**src/rtl/ws2812_frame_ctrl.sv**
```systemverilog
// ws2812_frame_ctrl: frame-level controller behind the WS2812 bit decoder.
// It locks onto reset gaps, assembles 24-bit GRB pixels MSB first and writes
// them into the LED pixel buffer over a valid/ready port. It also reports frame
// completion, frame length, overrun and partial-pixel errors.
// Optional feature macro: WS2812_FRAME_STATS_EN (completed-frame counter on
// o_frame_count; tied to 0 when undefined).
module ws2812_frame_ctrl #(
  parameter int MAX_PIXELS = 64,
  parameter int IDX_W      = $clog2(MAX_PIXELS)
) (
  input  logic             i_clk,
  input  logic             i_reset_n,
  input  logic             i_enable,
  input  logic             i_bit_value,
  input  logic             i_bit_valid,
  input  logic             i_treset,
  output logic [23:0]      o_pix_data,
  output logic [IDX_W-1:0] o_pix_addr,
  output logic             o_pix_valid,
  input  logic             i_pix_ready,
  output logic             o_frame_done,
  output logic [IDX_W:0]   o_frame_len,
  output logic             o_overrun,
  output logic             o_err_partial,
  input  logic             i_clear_err,
  output logic [15:0]      o_frame_count
);

  typedef enum logic [1:0] {SYNC, GAP, RECV, FULL} state_t;

  localparam logic [IDX_W:0] LAST_IDX = (IDX_W+1)'(MAX_PIXELS - 1);
  localparam logic [IDX_W:0] IDX_ONE  = (IDX_W+1)'(1);

  state_t         state_q, state_d;
  logic           r_treset_d;
  logic [23:0]    shift_q;
  logic [4:0]     bit_cnt_q;
  logic [IDX_W:0] idx_q;

  logic gap_edge, bit_acc, out_idle;
  logic clr_frame, pix_done, frame_end;
  logic pix_load, shift_en;

  // A reset gap always wins over a coincident bit strobe.
  assign gap_edge = i_treset & ~r_treset_d;
  assign bit_acc  = i_bit_valid & ~i_treset & i_enable;
  assign out_idle = ~o_pix_valid | i_pix_ready;
  assign pix_load = pix_done & out_idle;
  assign shift_en = bit_acc & ((state_q == GAP) | (state_q == RECV));

  // Gap edge detector and state register.
  always_ff @(posedge i_clk or negedge i_reset_n) begin
    if (!i_reset_n) begin
      r_treset_d <= 1'b0;
      state_q    <= SYNC;
    end else begin
      r_treset_d <= i_treset;
      state_q    <= state_d;
    end
  end

  // Next-state logic; entering GAP resets the per-frame bookkeeping.
  always_comb begin
    state_d   = state_q;
    clr_frame = 1'b0;
    pix_done  = 1'b0;
    frame_end = 1'b0;
    if (!i_enable) begin
      state_d = SYNC;
    end else begin
      case (state_q)
        SYNC: if (i_treset) begin
          state_d   = GAP;
          clr_frame = 1'b1;
        end
        GAP: if (bit_acc) state_d = RECV;
        RECV: begin
          if (gap_edge) begin
            frame_end = 1'b1;
            clr_frame = 1'b1;
            state_d   = GAP;
          end else if (bit_acc && bit_cnt_q == 5'd23) begin
            pix_done = 1'b1;
            if (idx_q == LAST_IDX) state_d = FULL;
          end
        end
        FULL: if (gap_edge) begin
          frame_end = 1'b1;
          clr_frame = 1'b1;
          state_d   = GAP;
        end
        default: state_d = SYNC;
      endcase
    end
  end

  // Bit assembly: shift left, count bits, advance LED index per pixel
  // (even for dropped pixels, so later LEDs keep their positions).
  always_ff @(posedge i_clk or negedge i_reset_n) begin
    if (!i_reset_n) begin
      shift_q   <= '0;
      bit_cnt_q <= '0;
      idx_q     <= '0;
    end else if (clr_frame) begin
      shift_q   <= '0;
      bit_cnt_q <= '0;
      idx_q     <= '0;
    end else if (shift_en) begin
      shift_q <= {shift_q[22:0], i_bit_value};
      if (pix_done) begin
        bit_cnt_q <= '0;
        idx_q     <= idx_q + IDX_ONE;
      end else begin
        bit_cnt_q <= bit_cnt_q + 5'd1;
      end
    end
  end

  // Output register: load when idle, hold until handshake, then clear.
  always_ff @(posedge i_clk or negedge i_reset_n) begin
    if (!i_reset_n) begin
      o_pix_valid <= 1'b0;
      o_pix_data  <= '0;
      o_pix_addr  <= '0;
    end else if (pix_load) begin
      o_pix_valid <= 1'b1;
      o_pix_data  <= {shift_q[22:0], i_bit_value};
      o_pix_addr  <= idx_q[IDX_W-1:0];
    end else if (o_pix_valid && i_pix_ready) begin
      o_pix_valid <= 1'b0;
      o_pix_data  <= '0;
      o_pix_addr  <= '0;
    end
  end

  // Frame reporting and sticky errors; a set event beats a same-cycle clear.
  always_ff @(posedge i_clk or negedge i_reset_n) begin
    if (!i_reset_n) begin
      o_frame_done  <= 1'b0;
      o_frame_len   <= '0;
      o_overrun     <= 1'b0;
      o_err_partial <= 1'b0;
    end else begin
      o_frame_done <= frame_end;
      if (frame_end) o_frame_len <= idx_q;
      if (pix_done && !out_idle) o_overrun <= 1'b1;
      else if (i_clear_err)      o_overrun <= 1'b0;
      if (frame_end && bit_cnt_q != 5'd0) o_err_partial <= 1'b1;
      else if (i_clear_err)               o_err_partial <= 1'b0;
    end
  end

`ifdef WS2812_FRAME_STATS_EN
  logic [15:0] frame_cnt_q;

  // Saturating completed-frame counter, aligned with o_frame_done.
  always_ff @(posedge i_clk or negedge i_reset_n) begin
    if (!i_reset_n)                             frame_cnt_q <= '0;
    else if (frame_end && frame_cnt_q != 16'hFFFF) frame_cnt_q <= frame_cnt_q + 16'd1;
  end

  assign o_frame_count = frame_cnt_q;
`else
  assign o_frame_count = 16'h0;
`endif

endmodule

```
**config.mk**
```make
export PLATFORM = sky130hd
export DESIGN_NAME = ws2812_frame_ctrl
export DESIGN_NICKNAME = d
export VERILOG_FILES = /design/src/rtl/ws2812_frame_ctrl.sv
export SDC_FILE = /design/constraint.sdc
export NUM_CORES = 1
export LEC_CHECK = 0
export ABC_AREA = 1
export CORE_MARGIN = 4
export CORE_UTILIZATION = 37
export DETAILED_ROUTE_END_ITERATION = 10
export PLACE_DENSITY = 0.58
export RECOVER_POWER = 25
export SLEW_MARGIN = 10
export SYNTH_ARGS = -nofsm -noshare
export SYNTH_HDL_FRONTEND = slang
export SYNTH_SLANG_ARGS = --single-unit
```
**constraint.sdc**
```tcl
create_clock -name i_clk -period 2.4 [get_ports i_clk]
set_input_delay 0.48 -clock i_clk [delete_from_list [all_inputs] [get_ports i_clk]]
set_output_delay 0.48 -clock i_clk [all_outputs]
set_load 0.02 [all_outputs]
```
==> flow_metrics.py <==
metrics = {
    "worst_setup_path": {
        "worst_path_max_delay_cell": "dfrtp_1",
        "rr_startpoint": "state_q[0]$_DFFE_PN0P_",
        "worstSetupPathType": "flop to flop",
        "r2r_slack_ns": 0.55,
        "ff2ff_path_depth": 11,
        "crit_chain": "inv_1 -> ha_1 -> inv_2 -> nand2_1 -> nand2_1 -> nand2_1 -> nand2_2 -> nand2_4 -> nand2_2 -> nand2_1 -> nand2_1",
        "max_stage_delay_ns": 0.44,
        "required_ns": 2.64,
        "cp-start-kind": "flop",
        "cp_max_fo": 23,
        "crit_start": "state_q[0]$_DFFE_PN0P_",
        "crit_top_cell": "nand2_1",
        "arrival_ns": 2.08,
        "crit_path_end_kind": "flop",
    },
    "synthesis": {
        "netlist_area_sq_um": 3890,
        "ys_ff_latch": 79,
        "seq_area_frac_synth_pct": 50.8,
        "yosysMostFrequentCell": "nand2_1",
        "synth_flop_cell": "dfrtp_1",
        "ys_top_cells_by_area": "dfrtp_1 (51%), nand2_1 (13%), inv_1 (6.9%)",
        "yosysWarnings": 0,
        "synth-edff-count": 0,
        "yosysTopAreaCell": "dfrtp_1",
        "synthArstFlopShare_pct": 100,
        "synth_top_cell_area_share_pct": 50.8,
        "ys_types": 28,
        "avgSynthCellArea_sq_um": 7.99,
        "ys_top_cells_by_count": "nand2_1 (134), dfrtp_1 (79), inv_1 (72)",
        "syn_inst": 487,
    },
    "routing": {
        "drt_iter0_drc": 121,
        "met2_wirelength_mm": 3.75,
        "drtAntennaViolNets": 0,
        "met3_length_microns": 330,
        "wl_met1_mm": 3.58,
        "drc_errors": 0,
        "routed.top_layer": "met4",
        "dr.pass1.iters": 4,
        "vias": 2960,
        "viasPerCell": 4.37,
        "routedWlPerCell_microns": 11.5,
        "routed_wl_mm": 7.80,
    },
    "grt": {
        "antenna_found_initial": 0,
        "grt_pass1_vias": 2764,
        "grt_pass1_wl_mm": 13.4,
        "grtUsageTotal_pct": 13.2,
        "grt_max_degree": 45,
        "grt_overflow_total": 0,
    },
    "finish": {
        "fin_nets": 552,
        "n_antenna_cell": 0,
        "num-fill-cells": 1042,
        "final_core_util_pct": 45.4,
        "area_growth_pct": 19.9,
        "drive_gt1_share_pct": 9.80,
        "fin_cells": 677,
    },
    "job": {
        "drv_cap": 0,
    },
    "sta": {
        "final.setup.tns_ns": 0,
        "slew_viol_final": 0,
        "tightest_slew_ns": 1.06,
        "fin_skew_ns": 0.00960,
        "rsz0062_at_grt": "no",
        "max_freq_mhz": 542,
        "max-slew-margin-rel_pct": 29.1,
        "setup-violations-final": 0,
        "period_needed_ns": 1.85,
        "finalHoldViolations": 0,
        "whs_ns": 0.251,
        "finalCritPeriodShare_pct": 76.9,
    },
    "clock_tree": {
        "cts_setup_buffers": 0,
        "path_clk_slew_ns": 0.08,
        "htreeDepth": 3,
        "cts_sinks": 79,
        "cts_tree": "yes",
        "clk_root_buffer_cell": "clkbuf_8",
        "ctsHoldBuffers": 0,
        "ctsResizeCount": 0,
        "cts_buffers": 9,
        "cts_buffer_depth": 2,
        "worstSkewPairLatency_ns": 0.35,
    },
    "placement": {
        "dp.cells": 661,
        "port_buffers": 48,
        "hpwl_mm": 5.33,
        "finalWeightedCongestion": 0.837,
    },
    "min_path": {
        "hold_class": "input pin to asynchronous set/reset pin",
    },
    "die": {
        "start_util_pct": 37.8,
        "dieHeight_microns": 111,
        "num_rows": 37,
        "dieArea_sq_um": 12200,
        "fp.dieW_microns": 111,
        "coreArea_sq_um": 10300,
        "pin_count": 65,
    },
    "pwr": {
        "peakVddDrop_mv": 0.319,
        "power_density_nw_per_um2": 645,
        "power.leakage_uw": 0.00247,
        "p_total_uw": 3010,
    },
    "run_status": {
        "status": "complete, no violations",
    },
}
[metal layers]
layer | track usage (%) | vias to the layer above
met2 | 21.2 | 49
li1 | - | 1525
met1 | 17.4 | 1376
met3 | 2.25 | 10
met4 | 6.32 | 0
met5 | 0 | -
[flip-flops by register name, summed over array words and instances (netlist names), 2 cells and up]
| register | count |
|---|---|
| bit_cnt_q | 5 |
| idx_q | 7 |
| o_frame_len | 7 |
| o_pix_addr | 6 |
| o_pix_data | 24 |
| shift_q | 23 |
| state_q | 2 |
[through the flow]
step / setup WS (ns) / cell area, sq um
final: 0.555 / 4660
after global routing: 0.209 / 4660
after CTS: 0.525 / 4680
after detailed placement: 0.252 / 4450
after global placement: 0.291 / 4450
after floorplan: 0.904 / 3950
[cells by family after synthesis]
| kind of cell | count (synthesis) | synth area share, % |
|---|---|---|
| buffers and inverters | 110 | 13.6 |
| DFF | 79 | 50.8 |
| AOI/OAI and AO/OA | 19 | 2.57 |
| adders and majority gates | 8 | 2.57 |
| other | 1 | 0.0964 |
| and+or+nand+nor | 267 | 29.6 |
| xor gates and xnor gates | 3 | 0.676 |
[placed cells by master (no fill, tap or decap), types with 10 or more instances in the layout]
cell type and n:
nand3_1 41, dfrtp_1 79, conb_1 16, inv_1 72, nor2_2 14, nor2_1 63, nand2_1 134, o21ai_0 11
clkdlybuf4s50_1 46, clkbuf_8 10
[where the power goes]
part | leakage, uW | total [uW] | switching, uW | internal, uW
Clock | 0.000105 | 1120 | 503 | 617
Sequential | 0.00110 | 1450 | 54.0 | 1400
Combinational | 0.00127 | 439 | 303 | 136
Total | 0.00247 | 3010 | 860 | 2150
[critical path: cells and delay by family, from the launching register on]
kind | cells | cell delay (ns)
AND/OR/NAND/NOR | 8 | 0.89
adder cells (fa/ha/maj) | 1 | 0.26
flip-flops | 1 | 0.44
buffers and inverters | 2 | 0.14
[worst paths after layout]
check	endpoint
min in group i_clk	o_pix_data[3]$_DFFE_PN0P_
worst max register to register	idx_q[3]$_DFFE_PN0P_
worst max-delay path	idx_q[3]$_DFFE_PN0P_
worst min-delay path	state_q[1]$_DFFE_PN0P_
worst min register to register	o_pix_data[3]$_DFFE_PN0P_
max in group asynchronous	idx_q[5]$_DFFE_PN0P_
[final cells by class]
type                            count  area [sq um]  area share (%)
Sequential cell                    79          1980            42.4
Clock inverter                      6          91.3            1.96
Inverter                           77           289            6.20
Multi-Input combinational cell    313          1440            30.9
Clock buffer                       10           138            2.95
Timing Repair Buffer               56           558            12.0
Tap cell                          136           170            3.65
No activity file was read; power rests on OpenSTA's default activity.
